<file path="config.mk">
export PLATFORM = sky130hd
export DESIGN_NAME = uart_cmd_decoder
export DESIGN_NICKNAME = d
export VERILOG_FILES = /design/src/rtl/uart_cmd_decoder.sv
export SDC_FILE = /design/constraint.sdc
export NUM_CORES = 1
export LEC_CHECK = 0
export ABC_AREA = 1
export BUFFER_PORTS_ARGS = -buffer_cell sky130_fd_sc_hd__buf_2
export CAP_MARGIN = 20
export CORE_MARGIN = 4
export CORE_UTILIZATION = 45
export DETAILED_ROUTE_END_ITERATION = 12
export SYNTH_ARGS = -nofsm -noshare
export SYNTH_HDL_FRONTEND = slang
export SYNTH_SLANG_ARGS = --single-unit
</file>
<file path="constraint.sdc">
create_clock -name clk -period 3.53 [get_ports clk]
set_clock_uncertainty 0.2 [all_clocks]
set_input_delay 0.353 -clock clk [delete_from_list [all_inputs] [get_ports clk]]
set_output_delay 0.353 -clock clk [all_outputs]
set_load 0.01 [all_outputs]
</file>
<file path="src/rtl/uart_cmd_decoder.sv">
// UART receiver that decodes header-tagged command bytes into a first-word
// fall-through command FIFO, flagging framing, parity and header errors.
module uart_cmd_decoder #(
  parameter int unsigned       CLKS_PER_BIT = 434,
  parameter int unsigned       CMD_W        = 3,
  parameter logic [7-CMD_W:0]  HEADER       = 5'b10100,
  parameter int unsigned       PARITY       = 0,
  parameter int unsigned       FIFO_DEPTH   = 4
) (
  input  logic                          clk,
  input  logic                          rst_n,
  input  logic                          iData,
  output logic [CMD_W-1:0]              oCmd,
  output logic                          oCmd_valid,
  input  logic                          iCmd_ready,
  output logic                          oFrame_err,
  output logic                          oParity_err,
  output logic                          oHdr_err,
  output logic                          oOverflow,
  output logic [$clog2(FIFO_DEPTH):0]   oCount
);

  localparam int unsigned CW = $clog2(CLKS_PER_BIT);
  localparam int unsigned AW = $clog2(FIFO_DEPTH);
  localparam int unsigned NW = AW + 1;
  localparam logic [CW-1:0] BIT_END  = CW'(CLKS_PER_BIT - 1);
  localparam logic [CW-1:0] HALF_END = CW'(CLKS_PER_BIT / 2 - 1);

  typedef enum logic [2:0] {
    S_IDLE, S_START, S_DATA, S_PARITY, S_STOP, S_WAIT_HIGH
  } state_t;

  state_t           state;
  logic [1:0]       sync;
  logic             rx;
  logic             rx_d;
  logic [CW-1:0]    cnt;
  logic [2:0]       bit_idx;
  logic [7:0]       shreg;
  logic             par_bit;
  logic             par_x_c;
  logic             par_bad_c;
  logic             push_v;
  logic [CMD_W-1:0] push_cmd;

  assign rx = sync[1];

  // Line synchronizer plus one-cycle delayed copy for falling-edge detection
  always_ff @(posedge clk or negedge rst_n) begin
    if (!rst_n) begin
      sync <= 2'b11;
      rx_d <= 1'b1;
    end else begin
      sync <= {sync[0], iData};
      rx_d <= rx;
    end
  end

  always_comb begin
    par_x_c   = ^{shreg, par_bit};
    par_bad_c = ((PARITY == 1) && par_x_c) || ((PARITY == 2) && !par_x_c);
  end

  // Receiver FSM: error pulses and push request are single-cycle by default
  always_ff @(posedge clk or negedge rst_n) begin
    if (!rst_n) begin
      state       <= S_IDLE;
      cnt         <= '0;
      bit_idx     <= '0;
      shreg       <= '0;
      par_bit     <= 1'b0;
      oFrame_err  <= 1'b0;
      oParity_err <= 1'b0;
      oHdr_err    <= 1'b0;
      push_v      <= 1'b0;
      push_cmd    <= '0;
    end else begin
      oFrame_err  <= 1'b0;
      oParity_err <= 1'b0;
      oHdr_err    <= 1'b0;
      push_v      <= 1'b0;
      case (state)
        S_IDLE: begin
          if (rx_d && !rx) begin
            state   <= S_START;
            cnt     <= '0;
            bit_idx <= '0;
          end
        end
        S_START: begin
          if (cnt == HALF_END) begin
            cnt   <= '0;
            state <= rx ? S_IDLE : S_DATA;
          end else begin
            cnt <= cnt + CW'(1);
          end
        end
        S_DATA: begin
          if (cnt == BIT_END) begin
            cnt     <= '0;
            shreg   <= {rx, shreg[7:1]};
            bit_idx <= bit_idx + 3'd1;
            if (bit_idx == 3'd7) state <= (PARITY != 0) ? S_PARITY : S_STOP;
          end else begin
            cnt <= cnt + CW'(1);
          end
        end
        S_PARITY: begin
          if (cnt == BIT_END) begin
            cnt     <= '0;
            par_bit <= rx;
            state   <= S_STOP;
          end else begin
            cnt <= cnt + CW'(1);
          end
        end
        S_STOP: begin
          if (cnt == BIT_END) begin
            cnt <= '0;
            if (!rx) begin
              oFrame_err <= 1'b1;
              state      <= S_WAIT_HIGH;
            end else begin
              state <= S_IDLE;
              if (par_bad_c) begin
                oParity_err <= 1'b1;
              end else if (shreg[7:CMD_W] != HEADER) begin
                oHdr_err <= 1'b1;
              end else begin
                push_v   <= 1'b1;
                push_cmd <= shreg[CMD_W-1:0];
              end
            end
          end else begin
            cnt <= cnt + CW'(1);
          end
        end
        S_WAIT_HIGH: begin
          // A held break must not look like a fresh start bit
          if (rx) state <= S_IDLE;
        end
        default: state <= S_IDLE;
      endcase
    end
  end

  logic [CMD_W-1:0] mem [FIFO_DEPTH];
  logic [AW-1:0]    wr_ptr;
  logic [AW-1:0]    rd_ptr;
  logic             pop_c;
  logic             full_c;
  logic             wr_c;
  logic             ovf_c;
  logic [AW-1:0]    rd_next_c;
  logic [NW-1:0]    count_next_c;
  logic [NW-1:0]    remain_c;
  logic [CMD_W-1:0] head_next_c;

  // Next head is computed ahead so oCmd can be a registered output
  always_comb begin
    pop_c        = oCmd_valid && iCmd_ready;
    full_c       = (oCount == NW'(FIFO_DEPTH));
    wr_c         = push_v && (!full_c || pop_c);
    ovf_c        = push_v && full_c && !pop_c;
    rd_next_c    = rd_ptr + AW'(pop_c);
    count_next_c = oCount + NW'(wr_c) - NW'(pop_c);
    remain_c     = oCount - NW'(pop_c);
    head_next_c  = oCmd;
    if (remain_c != '0) head_next_c = mem[rd_next_c];
    else if (wr_c)      head_next_c = push_cmd;
  end

  always_ff @(posedge clk) begin
    if (wr_c) mem[wr_ptr] <= push_cmd;
  end

  always_ff @(posedge clk or negedge rst_n) begin
    if (!rst_n) begin
      wr_ptr     <= '0;
      rd_ptr     <= '0;
      oCount     <= '0;
      oCmd       <= '0;
      oCmd_valid <= 1'b0;
      oOverflow  <= 1'b0;
    end else begin
      if (wr_c) wr_ptr <= wr_ptr + AW'(1);
      rd_ptr     <= rd_next_c;
      oCount     <= count_next_c;
      oCmd_valid <= (count_next_c != '0);
      oCmd       <= head_next_c;
      oOverflow  <= ovf_c;
    end
  end

endmodule

</file>
==> flow_summary.toml, run 1 <==
[clocking]
cts_buffer_depth = 2
numCtsBuffers = 5
htreeDepth = 2
path_clk_slew_ps = 110
cts_tree = "yes"
cts_resized = 0
cts_root_buffer = "clkbuf_8"
worstSkewPairLatency_ps = 310
clock-sinks = 56
cts_setup_buffers = 0

[global_routing]
first_global_vias = 1893
grt_overflow_total = 0
grt_usage_pct = 14.7
grt_max_degree = 45
grt_pass1_wl_um = 8710
antenna_found_initial = 0

[synth]
yosys.area_share.adder_pct = 6.43
synthCells = 329
synth_nets = 347
seq_area_frac_synth_pct = 51.6
synth_compound_area_share_pct = 3.22
synth_top_family_by_area = "simple AND/OR/NAND/NOR gates"
yosysUniqueCellTypes = 33
syn_area_um2 = 2840
synth-simple-area-share_pct = 29.9
synth_seq_cells = 56
synthMuxAreaShare_pct = 0
synthXorXnorAreaFrac_pct = 1.54
syn-mean-instance-area_um2 = 8.63
ys_warn_count = 0

[placed_design]
place.gp.congestion = 0.789
portBuffers = 13
dpl_worst_slack_ps = 1100
dp_hpwl_um = 3660
placed_area_um2 = 2970
placedCellCount = 413

[worst_setup_path]
arrival_ps = 2410
path_buf_inv = 2
critPathMaxFanout = 12
slowest_delay_ps = 410
end_kind = "flip-flop"
timing.rr.end = "oCmd_valid"
critPathLaunchType = "flip-flop"
slowest_stage = "dfrtp_1"
worstReg2RegStart = "oCount[1]"
crit_cells = 9
worstSetupPathType = "reg2reg"
crit_chain = "inv_1 -> nand4_1 -> nand2_1 -> ha_1 -> inv_1 -> ha_1 -> fa_1 -> xor2_1 -> nand2_1"
crit_family = "adder cells"
rrSetupSlack_ps = 1110
r2r_cells = 9
required_ps = 3520

[routing]
drc_errors = 0
routed_wirelength_um = 4940
ant_nets = 0
via_count = 2008
drt_first_pass_iters = 6
vias_per_cell = 4.76
drtIter0Drc = 93
wire_per_inst_um = 11.7

[final_layout]
diodes = 0
layout.cells.non_filler = 422
utilization_pct = 51.0
drive_gt1_share_pct = 14.1
mostFrequentLayoutCells = "nand2_1 (114), dfrtp_1 (41), inv_1 (38), nand3_1 (24), nor2_1 (21)"
final_common_cell = "nand2_1"
nets = 364
nFillCells = 587
finalInstanceArea_um2 = 3070
area_growth_pct = 8.24

[floorplanning]
dieArea_um2 = 7640
row_count = 28
die_y_um = 87.4
pin_count = 15
core_area_um2 = 6030
fp.dieW_um = 87.4
initial_core_util_pct = 47.1

[power_and_ir_drop]
power.leakage_nw = 1.61
powerDensity_nw_per_um2 = 549
fin_total_pwr_mw = 1.69
ir_worst_vdd_mv = 0.313

[sta]
max_freq_mhz = 413
maxSlewHeadroom_pct = 36.6
finalMaxSlewViolations = 0
rsz0062_at_grt = "false"
setup_viol = 0
finalHoldViolCount = 38
min_period_over_period_pct = 68.6
worst_slack_ps = 1110
period_minus_slack_ps = 2420
setup_tns_ps = 0
worst_slew_pin_slew_ps = 951
worst_hold_slack_ps = -22.3

[status]
violations = "negative hold slack"
status = "complete, but fails checks"

[flow_run]
maxCapViolCount = 0

[min_path]
hold_path_class = "in2async"
[registers in the layout, indices dropped and copies added, names as in the netlist]
register and count:
oOverflow 1, sync 2, oFrame_err 1, rd_ptr 2, state 3, oCmd_valid 1, bit_idx 3, wr_ptr 2
push_v 1, cnt 9, rx_d 1, mem 12, push_cmd 3, oCount 3, shreg 8, oCmd 3
oHdr_err 1
[per-layer routing]
metal / up-vias / track usage, % / wire length (um)
met3: 8 / 3.31 / 115
li1: 1054 / - / -
met1: 922 / 20.8 / 2470
met2: 24 / 21.8 / 2260
met5: - / 0 / 0
met4: 0 / 5.72 / 90
[Yosys cell counts (all sizes together)]
| library cell | n | share of area (%) |
|---|---|---|
| nor4 | 1 | 0.22 |
| nand4 | 6 | 1.3 |
| nand2 | 123 | 17 |
| edfxtp | 12 | 13 |
| inv | 42 | 5.6 |
| clkinv | 3 | 0.62 |
| a21oi | 1 | 0.18 |
| ha | 13 | 5.7 |
| conb | 1 | 0.13 |
| dfstp | 3 | 2.8 |
| nand3b | 1 | 0.71 |
| nor2 | 27 | 4.5 |
| fa | 1 | 0.71 |
| xor2 | 5 | 1.5 |
| o211ai | 1 | 0.26 |
| or2 | 1 | 0.22 |
| nor3 | 2 | 0.35 |
| dfrtp | 41 | 36 |
| buf | 4 | 1.0 |
| nand3 | 26 | 5.2 |
| o21ai | 15 | 2.8 |
[kinds of logic (layout without fill, tap and decap cells)]
| family | Yosys count | in the layout |
|---|---|---|
| other cells | 1 | 1 |
| simple gates | 187 | 187 |
| compound gates | 17 | 17 |
| fa+ha+maj | 14 | 14 |
| flops | 56 | 56 |
| buf+inv | 49 | 67 |
| xor+xnor | 5 | 5 |
[what timing repair did]
item,4_1_cts,5_1_grt
setup endpoints to repair,0,0
hold buffers,1,0
hold endpoints to repair,1,0
[area by class of cell]
cell class | count | area [um2] | area share (%)
repair buffers | 14 | 75.1 | 2.44
multi-input cells | 224 | 1170 | 38.1
flip-flops and latches | 56 | 1470 | 47.7
clock inverters | 3 | 25.0 | 0.814
well taps | 75 | 93.8 | 3.05
inverters | 45 | 175 | 5.70
clock buffers | 5 | 68.8 | 2.24
[worst max path at each step]
| stage | end | from |
|---|---|---|
| 2_1_floorplan | oCmd_valid | oCount[1] |
| 3_3_place_gp | oCmd_valid | iCmd_ready |
| 3_5_place_dp | oCmd_valid | oCount[1] |
| 4_1_cts | oCmd_valid | oCount[1] |
| 5_1_grt | oCmd_valid | oCount[1] |
| 6_report | oCmd_valid | oCount[1] |
[report_power, final]
| part | internal (mW) | switching [mW] | leakage [nW] |
|---|---|---|---|
| registers | 0.722 | 0.0586 | 0.713 |
| logic | 0.173 | 0.367 | 0.856 |
| clock network | 0.145 | 0.221 | 0.0452 |
Note: power is estimated with default switching activity, not from simulation.
==> inputs of run 2 (changes only) <==
clock period = 2.2 ns   (was 3.53 ns; I/O delays follow)
==> flow_summary.toml, run 2 (synthesis results as in run 1) <==
[sta]
rsz0062_at_grt = "false"
setup_tns_ps = 0
finalMaxSlewViolations = 0
finalHoldViolCount = 0
min_period_over_period_pct = 94.3
setup_viol = 0
worst_hold_slack_ps = 161
max_freq_mhz = 482
worst_slew_pin_slew_ps = 620
period_minus_slack_ps = 2070
maxSlewHeadroom_pct = 58.7

[global_routing]
grt_usage_pct = 14.5
antenna_found_initial = 0
grt_overflow_total = 0
first_global_vias = 1917
grt_pass1_wl_um = 8710
grt_max_degree = 29

[routing]
drc_errors = 0
drt_first_pass_iters = 4
routed_wirelength_um = 4980
via_count = 2034
vias_per_cell = 4.74
ant_nets = 0
wire_per_inst_um = 11.6
drtIter0Drc = 94

[worst_setup_path]
critPathMaxFanout = 2
critPathLaunch = "oCount[1]"
arrival_ps = 2070
end_kind = "flip-flop"
critPathLaunchType = "flip-flop"
worstSetupPathType = "reg2reg"
worstReg2RegStart = "oCount[1]"
required_ps = 2190

[power_and_ir_drop]
power.leakage_nw = 1.65
p_int_mw = 1.73
clkPwrFrac_pct = 21.2
seqPwrFrac_pct = 45.5
fin_total_pwr_mw = 2.73
combinationalPowerShare_pct = 33.3
power.switching_mw = 1.01
powerDensity_nw_per_um2 = 873
ir_worst_vdd_mv = 0.570
p_sw_share_pct = 36.8

[clocking]
cts_tree = "yes"
numCtsBuffers = 5
clock-sinks = 56
cts_root_buffer = "clkbuf_8"
path_clk_slew_ps = 90
worstSkewPairLatency_ps = 300
htreeDepth = 2
cts_resized = 0
cts_buffer_depth = 2

[placed_design]
portBuffers = 13
place.gp.congestion = 0.821
placedCellCount = 417
dp_hpwl_um = 3720

[floorplanning]
core_area_um2 = 6030
initial_core_util_pct = 47.1
die_y_um = 87.4
pin_count = 15
row_count = 28
fp.dieW_um = 87.4
dieArea_um2 = 7640

[final_layout]
area_growth_pct = 10.2
largest_register_ffs = 12
final_common_cell = "nand2_1"
max_flop_register = "mem"
mostFrequentLayoutCells = "nand2_1 (113), dfrtp_1 (41), inv_1 (37), nand3_1 (24), nor2_1 (21)"
drive_gt1_share_pct = 15.8
nFillCells = 576
reg.largest.list = "mem (12), cnt (9), shreg (8)"
nets = 371
layout.cells.non_filler = 429
diodes = 0

[flow_run]
maxCapViolCount = 0

[min_path]
hold_path_class = "reg2reg"
worstHoldStart = "sync[0]"

[status]
status = "finished clean"
==> run 2: changes by cell type in the layout (fill, tap and decap cells not counted), sizes merged <==
cell	change
buf	+6
clkbuf	+2
clkinvlp	-1
dlygate4sd3	+1
inv	-1
==> run 2: layout make-up <==
type	count	area, um2	area share, %
Multi-Input combinational cell	224	1170	37.5
Timing Repair Buffer	21	130	4.16
Tap cell	75	93.8	3.00
Clock inverter	1	6.26	0.200
Sequential cell	56	1470	46.8
Clock buffer	7	86.3	2.76
Inverter	45	175	5.60
==> run 2: power groups by stage <==
stage	logic [mW]	clock network [mW]	registers [mW]
after detailed placement	0.891	0	1.27
after CTS	0.899	0.612	1.25
after global routing	1.06	0.653	1.25
after global placement	0.883	0	1.26
final	0.910	0.579	1.24
after floorplan	0.648	0	1.28
==> run 2: metal layers <==
layer / GRT usage [%] / wire [um] / vias to the layer above
li1: - / - / 1079
met1: 18.5 / 2320 / 928
met2: 24.9 / 2470 / 23
met3: 3.12 / 148 / 4
met4: 3.77 / 42 / 0
met5: 0 / 0 / -
==> run 2: worst paths after layout <==
path / to / slack [ps] / cells past startpoint
max: oCmd_valid / 130 / 9
min: sync[1] / 160 / 0
max reg2reg: oCmd_valid / 130 / 9
min reg2reg: sync[1] / 160 / 0
max in group asynchronous: oCount[2] / 970 / 3
min in group asynchronous: bit_idx[1] / 260 / 2
==> run 2: per-stage QoR <==
step	setup slack (ps)	area (um2)	util, %
after floorplan	9.60	2850	-
after global placement	156	3000	49.8
after detailed placement	106	3000	49.8
after CTS	87.8	3110	51.7
after global routing	1.08	3130	51.9
final	125	3130	51.9
==> run 2: critical path: stages (launching register included) <==
cell and delay (ps):
dfrtp_1 410, inv_2 80, nand4_1 140, nand2_2 110, ha_1 230, inv_1 60
ha_1 150, fa_1 430, nor2_1 120, nand2_1 50
==> run 2: repair_timing <==
item                       CTS  global route
buffers inserted             0             2
hold endpoints to repair    24             0
setup endpoints to repair    0             1
hold buffers                 2             0
==> inputs of run 3 (changes only) <==
CORE_MARGIN = 2   (was 4)
PLACE_DENSITY = 0.68   (was default)
==> flow_summary.toml, run 3 (synthesis results as in run 1) <==
[power_and_ir_drop]
power.leakage_nw = 1.63
ir_worst_vdd_mv = 0.355
powerDensity_nw_per_um2 = 867

[worst_setup_path]
worstReg2RegStart = "oCount[1]"
worstSetupPathType = "reg2reg"
slowest_delay_ps = 440
crit_cells = 9
required_ps = 2200
timing.rr.end = "oCmd_valid"
rrSetupSlack_ps = 120
critPathLaunchType = "flip-flop"
path_common_cell = "ha_1"
end_kind = "flip-flop"
critPathLaunch = "oCount[1]"
crit_family = "adder cells"
path_buf_inv = 2
endpoint = "oCmd_valid"
arrival_ps = 2070
r2r_cells = 9
crit_chain = "inv_2 -> nand4_1 -> nand2_2 -> ha_1 -> inv_1 -> ha_1 -> fa_2 -> nor2_1 -> nand2_1"
critPathMaxFanout = 4
slowest_stage = "fa_2"

[routing]
drt_first_pass_iters = 4
via_count = 2090
routed_wirelength_um = 5010
drtIter0Drc = 155
wire_per_inst_um = 11.7
vias_per_cell = 4.91
ant_nets = 0
drc_errors = 0

[final_layout]
drive_gt1_share_pct = 15.4
nFillCells = 596
final_common_cell = "nand2_1"
diodes = 0
multiInputGateArea_um2 = 1170
max_flop_register = "mem"
mostFrequentLayoutCells = "nand2_1 (113), dfrtp_1 (41), inv_1 (37), nand3_1 (24), nor2_1 (21)"
seqCellArea_um2 = 1470
area_growth_pct = 9.83
reg.largest.list = "mem (12), cnt (9), shreg (8)"
layout.cells.non_filler = 426
utilization_pct = 51.7
largest_register_ffs = 12
nets = 368

[sta]
worst_slew_pin_slew_ps = 511
max_freq_mhz = 482
worst_hold_slack_ps = 60.8
min_period_over_period_pct = 94.3
setup_viol = 0
finalHoldViolCount = 0
setup_tns_ps = 0
period_minus_slack_ps = 2080
finalMaxSlewViolations = 0
maxSlewHeadroom_pct = 65.9
rsz0062_at_grt = "false"

[floorplanning]
pin_count = 15
initial_core_util_pct = 47.1
fp.dieW_um = 83.4
core_area_um2 = 6030
row_count = 28
die_y_um = 83.4
dieArea_um2 = 6960

[placed_design]
place.gp.congestion = 0.869
dp_hpwl_um = 3760
portBuffers = 13
placedCellCount = 416

[global_routing]
grt_pass1_wl_um = 9100
grt_overflow_total = 0
grt_usage_pct = 16.1
antenna_found_initial = 0
grt_max_degree = 25
first_global_vias = 2001

[clocking]
worstSkewPairLatency_ps = 310
numCtsBuffers = 5
cts_setup_buffers = 0
cts_root_buffer = "clkbuf_8"
path_clk_slew_ps = 100
cts_buffer_depth = 2
clock-sinks = 56
htreeDepth = 2
cts_tree = "yes"

[min_path]
hold_depth = 4
hold_path_class = "in2reg"

[flow_run]
maxCapViolCount = 0

[status]
status = "finished clean"
==> run 3: report_power, final <==
group          switching, mW  leakage (nW)  total [mW]  internal (mW)
clock network          0.325        0.0414       0.552          0.227
registers             0.0877         0.713        1.25           1.16
logic                  0.612         0.877       0.907          0.295
==> run 3: timing repair <==
item	4_1_cts	5_1_grt
hold buffers	2	0
setup endpoints to repair	0	1
gates resized for setup	0	1
endpoints found under the hold margin	21	0
==> run 3: final cells by class <==
class	instances	area share, %
Sequential cell	56	47.0
Multi-Input combinational cell	224	37.7
Inverter	45	5.62
Timing Repair Buffer	18	3.85
Tap cell	75	3.01
Clock buffer	6	2.33
Clock inverter	2	0.522
==> run 3: worst register-to-register path: cells and delay by family, from the launching register on <==
kind / cells / cell delay [ps]
fa+ha+maj: 3 / 810
buf+inv: 2 / 140
simple gates: 4 / 400
flops: 1 / 430
==> run 3: routing by layer <==
metal / wire length, um / part of all wire, % / global-route usage, %
met1: 2380 / 48 / 21.7
met2: 2420 / 48 / 26.4
met3: 157 / 3.1 / 3.28
met4: 47 / 0.94 / 4.69
met5: 0 / 0 / 0
==> run 3: how the worst min path moves through the flow <==
stage | end | startpoint | slack [ps]
after global placement | state[0] | rst_n | 20
after global routing | oOverflow | iCmd_ready | 80
final | oOverflow | iCmd_ready | 60
after CTS | oOverflow | iCmd_ready | 50
after detailed placement | state[0] | rst_n | 30
after floorplan | bit_idx[0] | rst_n | -280
==> run 3: per-stage QoR <==
stage / worst slack, ps / power, mW / instance area (um2)
6_report: 124 / 2.70 / 3120
3_3_place_gp: 167 / 2.14 / 3010
4_1_cts: 114 / 2.73 / 3120
2_1_floorplan: 9.60 / 1.92 / 2850
3_5_place_dp: 134 / 2.17 / 3010
5_1_grt: 0.544 / 2.93 / 3120
